`src/rtl/bus_arbiter_rr4_if.sv`:
```
// Handshake bundle between the four producers, the round-robin arbiter and
// the shared downstream sink.
interface bus_arbiter_rr4_if #(
  parameter int DATA_W = 64
);
  logic [3:0]        req_valid;
  logic [3:0]        req_last;
  logic [DATA_W-1:0] req_data0;
  logic [DATA_W-1:0] req_data1;
  logic [DATA_W-1:0] req_data2;
  logic [DATA_W-1:0] req_data3;
  logic [3:0]        req_ready;
  logic              out_valid;
  logic [DATA_W-1:0] out_data;
  logic              out_last;
  logic              out_ready;

  // Arbiter side
  modport slave (
    input  req_valid, req_last, req_data0, req_data1, req_data2, req_data3, out_ready,
    output req_ready, out_valid, out_data, out_last
  );

  // Producer/sink side
  modport master (
    output req_valid, req_last, req_data0, req_data1, req_data2, req_data3, out_ready,
    input  req_ready, out_valid, out_data, out_last
  );
endinterface

```
`src/rtl/bus_arbiter_rr4.sv`:
```
// Round-robin arbiter sharing one datapath between four requesters.
// A grant is locked for a whole burst; the arbiter returns to IDLE after the
// last beat or after TIMEOUT consecutive cycles with no valid from the owner.
module bus_arbiter_rr4 #(
  parameter int DATA_W  = 64,
  parameter int TIMEOUT = 16
) (
  input  logic                clk,
  input  logic                rst_n,
  bus_arbiter_rr4_if.slave    bus,
  output logic [1:0]          grant_sel,
  output logic                busy,
  output logic                timeout_pulse
);

  localparam int CW = (TIMEOUT > 0) ? $clog2(TIMEOUT + 1) : 1;
  localparam logic [CW-1:0] CNT_MAX = CW'(TIMEOUT);

  typedef enum logic {IDLE, BURST} state_t;

  state_t      state, state_nxt;
  logic [1:0]  last_grant, last_nxt, sel_nxt;
  logic [1:0]  pick, cand;
  logic        pick_vld;
  logic [CW-1:0] cnt, cnt_nxt, cnt_inc;
  logic        sel_valid, out_valid_i, xfer;

  // Round-robin search starting just after the previous grant
  always_comb begin
    pick     = '0;
    pick_vld = 1'b0;
    cand     = '0;
    for (int unsigned i = 1; i <= 4; i++) begin
      cand = last_grant + i[1:0];
      if (!pick_vld && bus.req_valid[cand]) begin
        pick     = cand;
        pick_vld = 1'b1;
      end
    end
  end

  // Datapath mux driven by the registered select
  always_comb begin
    case (grant_sel)
      2'd0:    bus.out_data = bus.req_data0;
      2'd1:    bus.out_data = bus.req_data1;
      2'd2:    bus.out_data = bus.req_data2;
      default: bus.out_data = bus.req_data3;
    endcase
  end

  // Handshake steering toward the granted requester only
  always_comb begin
    sel_valid   = bus.req_valid[grant_sel];
    out_valid_i = (state == BURST) && sel_valid;
    bus.out_valid = out_valid_i;
    bus.out_last  = bus.req_last[grant_sel];
    bus.req_ready = '0;
    if (state == BURST) bus.req_ready[grant_sel] = bus.out_ready;
    xfer = out_valid_i && bus.out_ready;
    busy = (state == BURST);
  end

  // Next-state, grant and idle-counter logic
  always_comb begin
    state_nxt     = state;
    sel_nxt       = grant_sel;
    last_nxt      = last_grant;
    cnt_nxt       = cnt;
    timeout_pulse = 1'b0;
    cnt_inc       = (cnt == CNT_MAX) ? cnt : cnt + CW'(1);
    case (state)
      IDLE: begin
        cnt_nxt = '0;
        if (pick_vld) begin
          sel_nxt   = pick;
          last_nxt  = pick;
          state_nxt = BURST;
        end
      end
      default: begin
        if (xfer) begin
          // A transfer always clears the counter, so a last beat can never
          // coincide with a timeout.
          cnt_nxt = '0;
          if (bus.out_last) state_nxt = IDLE;
        end else if (!sel_valid) begin
          cnt_nxt = cnt_inc;
          if ((TIMEOUT != 0) && (cnt_inc == CNT_MAX)) begin
            timeout_pulse = 1'b1;
            state_nxt     = IDLE;
            cnt_nxt       = '0;
          end
        end
      end
    endcase
  end

  // State registers; last_grant resets to 3 so requester 0 wins first
  always_ff @(posedge clk or negedge rst_n) begin
    if (!rst_n) begin
      state      <= IDLE;
      grant_sel  <= '0;
      last_grant <= 2'd3;
      cnt        <= '0;
    end else begin
      state      <= state_nxt;
      grant_sel  <= sel_nxt;
      last_grant <= last_nxt;
      cnt        <= cnt_nxt;
    end
  end

endmodule

```
`src/flat_wrapper.sv`:
```
// flat-port wrapper written by rule: the top's interface ports become plain ports
module bus_arbiter_rr4_flat 
#(
  parameter int DATA_W  = 64,
  parameter int TIMEOUT = 16
)
  (clk, rst_n, grant_sel, busy, timeout_pulse, bus_req_valid, bus_req_last, bus_req_data0, bus_req_data1, bus_req_data2, bus_req_data3, bus_out_ready, bus_req_ready, bus_out_valid, bus_out_data, bus_out_last);
  bus_arbiter_rr4_if #(.DATA_W(DATA_W)) bus_i ();
  input  logic clk;
  input  logic rst_n;
  output logic [1:0] grant_sel;
  output logic busy;
  output logic timeout_pulse;
  input wire logic [$bits(bus_i.req_valid)-1:0] bus_req_valid;
  input wire logic [$bits(bus_i.req_last)-1:0] bus_req_last;
  input wire logic [$bits(bus_i.req_data0)-1:0] bus_req_data0;
  input wire logic [$bits(bus_i.req_data1)-1:0] bus_req_data1;
  input wire logic [$bits(bus_i.req_data2)-1:0] bus_req_data2;
  input wire logic [$bits(bus_i.req_data3)-1:0] bus_req_data3;
  input wire logic [$bits(bus_i.out_ready)-1:0] bus_out_ready;
  output wire logic [$bits(bus_i.req_ready)-1:0] bus_req_ready;
  output wire logic [$bits(bus_i.out_valid)-1:0] bus_out_valid;
  output wire logic [$bits(bus_i.out_data)-1:0] bus_out_data;
  output wire logic [$bits(bus_i.out_last)-1:0] bus_out_last;
  assign bus_i.req_valid = bus_req_valid;
  assign bus_i.req_last = bus_req_last;
  assign bus_i.req_data0 = bus_req_data0;
  assign bus_i.req_data1 = bus_req_data1;
  assign bus_i.req_data2 = bus_req_data2;
  assign bus_i.req_data3 = bus_req_data3;
  assign bus_i.out_ready = bus_out_ready;
  assign bus_req_ready = bus_i.req_ready;
  assign bus_out_valid = bus_i.out_valid;
  assign bus_out_data = bus_i.out_data;
  assign bus_out_last = bus_i.out_last;
  bus_arbiter_rr4 #(.DATA_W(DATA_W), .TIMEOUT(TIMEOUT)) u_core (.clk(clk), .rst_n(rst_n), .bus(bus_i), .grant_sel(grant_sel), .busy(busy), .timeout_pulse(timeout_pulse));
endmodule
```
`config.mk`:
```
export PLATFORM = sky130hd
export DESIGN_NAME = bus_arbiter_rr4_flat
export DESIGN_NICKNAME = d
export VERILOG_FILES = /design/src/rtl/bus_arbiter_rr4_if.sv /design/src/rtl/bus_arbiter_rr4.sv /design/src/flat_wrapper.sv
export SDC_FILE = /design/constraint.sdc
export NUM_CORES = 1
export LEC_CHECK = 0
export CORE_AREA = 2 2 133 135
export DETAILED_ROUTE_END_ITERATION = 6
export DIE_AREA = 0 0 135 137
export GPL_ROUTABILITY_DRIVEN = 1
export PLACE_DENSITY_LB_ADDON = 0.1
export SLEW_MARGIN = 25
export SYNTH_ARGS = -nofsm -noshare
export SYNTH_HDL_FRONTEND = slang
export SYNTH_SLANG_ARGS = --single-unit
```
`constraint.sdc`:
```
create_clock -name clk -period 2.29 [get_ports clk]
set_input_delay 0.687 -clock clk [delete_from_list [all_inputs] [get_ports clk]]
set_output_delay 0.687 -clock clk [all_outputs]
set_load 0.05 [all_outputs]
```
==> impl_metrics.ini <==
[synth]
synth.net_count = 428
yosys.area.top_type = mux4_2
netlist_area_um2 = 2210
post-synth-top-count-cell = mux4_2
postSynth.topFlopCell = dfrtp_1
ff_latch_count_synth = 10
post_synth_top_area_share_pct = 67.3
number_of_enable_type_register_cells_in_the_synthesized_netlist = 0
post_synth_num_cell_types = 33
synth.area.top_cells = mux4_2 67%, dfrtp_1 9.1%, dfstp_2 2.4%, buf_2 1.6%, nand2b_1 1.4%
ys_seq_area_share_pct = 11.4
synthesis.yosys.warnings = 0
syn_inst = 159
ys_async_sr_fraction_pct = 100
yosys-top-cells-count = 66 x mux4_2, 8 x clkbuf_1, 8 x dfrtp_1
postSynthAreaPerCell_um2 = 13.9

[floorplanning]
die_h_um = 137
pin_count = 341
core_area_um2 = 17100
die_w_um = 135
placementRows = 48
design.die.area_um2 = 18500
initial_core_utilization_pct = 12.9

[detailed_routing]
drc_errors = 0
drt-wirelength-per-cell_um = 21.2
postRouteAntennaNets = 0
vias_per_cell = 4.15
drt_iter0_markers = 66
finalWirelength_mm = 16.2
via_count = 3176
drt_pass1_iterations = 4

[global_route]
globalRouteOverflowTotal = 0
grt_max_degree = 27
total_global_route_track_usage_pct = 16.3
antenna_found_initial = 9
grt_first_pass_wirelength_mm = 22.2
first_global_vias = 3407

[status]
violated_checks = negative setup slack
run_status = complete, but fails checks

[critical_path]
cp_slowest_stage_delay_ns = 0.52
type_of_the_worst_setup_path = in2out
cp.required_ns = 1.60
cp.buffers_inverters = 2
cp_max_fo = 2
critical_path_start_type = primary input
worst_path_dominant_cell_family = multiplexers
slowest_stage = mux4_2
setup.worst_path.end_class = primary output
critical_path.cell_chain = buf_6, mux4_2, or2_4, nor3_4, buf_12
worstPathArrival_ns = 1.90

[placement]
port_buffers = 340
dpl.hpwl_mm = 13.1
placed_cells_incl_taps = 733
place.gp.congestion = 0.808
post-place-ws_ns = -0.638

[sta]
setup_ws_ns = -0.297
finalSetupViolCount = 70
worstMarginPinSlew_ns = 0.506
fmaxAchievable_ghz = 0.387
finalCritPeriodShare_pct = 113
fin_skew_ns = 0.00275
rsz0062_at_grt = true
hold_viol_final = 0
maxSlewViolCount = 0
final.min_clock_period_ns = 2.59
timing.slew.headroom_pct = 66.2

[clocking]
clock_tree.buffer_depth = 2
cts_made_buffers = 3
cts_root_buf = clkbuf_16
postCtsHoldBufs = 0
count_of_clock_tree_sinks = 10
path_clk_slew_ns = 0.04
cts_max_level = 1
tritoncts_clock_tree = built
worstSkewPairLatency_ns = 0.23

[final_layout]
instances_no_fill = 766
drive_above_1_share_pct = 39.8
filler_cell_count = 1697
layout-area-overhead-vs-synth_pct = 215
final_nets = 803

[power]
fin_total_pwr_mw = 9.23
worst_ir_drop_vdd_mv = 0.585
standby_leakage_power_nw = 3.48
p_per_cell_area_nw_per_um2 = 1330

[hold_path]
hp-class = reg2reg

[run]
drv_cap = 0
## through the flow
| stage | area, um^2 | utilization (%) | hold WS (ns) | TNS, ns |
|---|---|---|---|---|
| 6_report | 6960 | 40.8 | 0.518 | -6.31 |
| 5_1_grt | 6950 | 40.8 | 0.552 | -9.36 |
| 4_1_cts | 6730 | 39.5 | 0.511 | -9.21 |
| 3_5_place_dp | 6010 | 35.2 | 0.506 | -13.18 |
| 3_3_place_gp | 6010 | 35.2 | 0.500 | -12.63 |
| 2_1_floorplan | 2320 | - | 0.391 | -4.32 |
## logic make-up after synthesis
| logic type | synth area share, % |
|---|---|
| and+or+nand+nor | 7.88 |
| buffers and inverters | 4.65 |
| AOI/OAI and AO/OA | 6.35 |
| adders and majority gates | 1.13 |
| DFF | 11.4 |
| xor gates and xnor gates | 0.793 |
| muxes | 67.8 |
## layer usage
metal,track usage (%),up-vias,wire length (um)
met3,3.52,14,1110
met2,32.2,133,9460
met5,0,-,38
met4,3.53,6,127
met1,17.7,1558,5500
li1,-,1465,-
## worst min-delay path, delay by kind of cell, from the launching register on
family / cells / cell delay, ns
buffers and inverters: 1 / 0.07
AOI/OAI and AO/OA: 1 / 0.06
DFF: 1 / 0.38
## flip-flops by register name (all words and copies together) (netlist names)
name and cells:
u_core.last_grant 2, u_core.cnt 5, u_core.grant_sel 2, u_core.busy 1
## cells in the final DEF, fill, tap and decap left out, types with 2 or more instances in the layout
cell	count
nand2b_1	5
clkbuf_16	3
nor3_4	3
buf_8	60
dfrtp_1	6
nor3_1	3
diode_2	8
nand3_1	2
buf_16	7
a21o_1	4
mux4_2	66
a21oi_1	5
nor2_1	5
dlymetal6s2s_1	60
buf_4	27
nand2_1	6
clkdlybuf4s50_1	36
inv_1	4
nor2_4	2
buf_6	16
dfstp_2	2
a31oi_1	2
dfrtp_4	2
o21ai_0	4
buf_12	14
dlygate4sd2_1	166
## area by class of cell
cell class | count | area, um^2 | area share (%)
Timing Repair Buffer | 387 | 4350 | 62.6
Multi-Input combinational cell | 126 | 1930 | 27.7
Tap cell | 225 | 282 | 4.05
Sequential cell | 10 | 260 | 3.74
Clock buffer | 4 | 88.8 | 1.28
Inverter | 6 | 26.3 | 0.378
Antenna cell | 8 | 20.0 | 0.288
## what timing repair did
item,CTS,global route
resized for setup,320,84
setup endpoints to repair,73,71
buffers inserted,12,6
pin swaps,4,6
cloned,8,0
## power by group
| part | switching (mW) | internal, mW | total, mW |
|---|---|---|---|
| clock network | 0.0804 | 0.262 | 0.343 |
| registers | 0.0983 | 0.272 | 0.371 |
| logic | 4.40 | 4.12 | 8.52 |
| total | 4.58 | 4.65 | 9.23 |
## worst paths after layout
path,end,start,cells after the start,slack [ns]
worst max register to register,u_core.busy,u_core.grant_sel[0],8,0.26
worst max-delay path,timeout_pulse,bus_req_valid[3],5,-0.30
max in group asynchronous,u_core.grant_sel[0],rst_n,1,1.11
worst min-delay path,u_core.last_grant[0],u_core.last_grant[0],2,0.52
min in group asynchronous,u_core.cnt[3],rst_n,1,0.80
worst min register to register,u_core.last_grant[0],u_core.last_grant[0],2,0.52
Power figures use the tool's default switching activity.
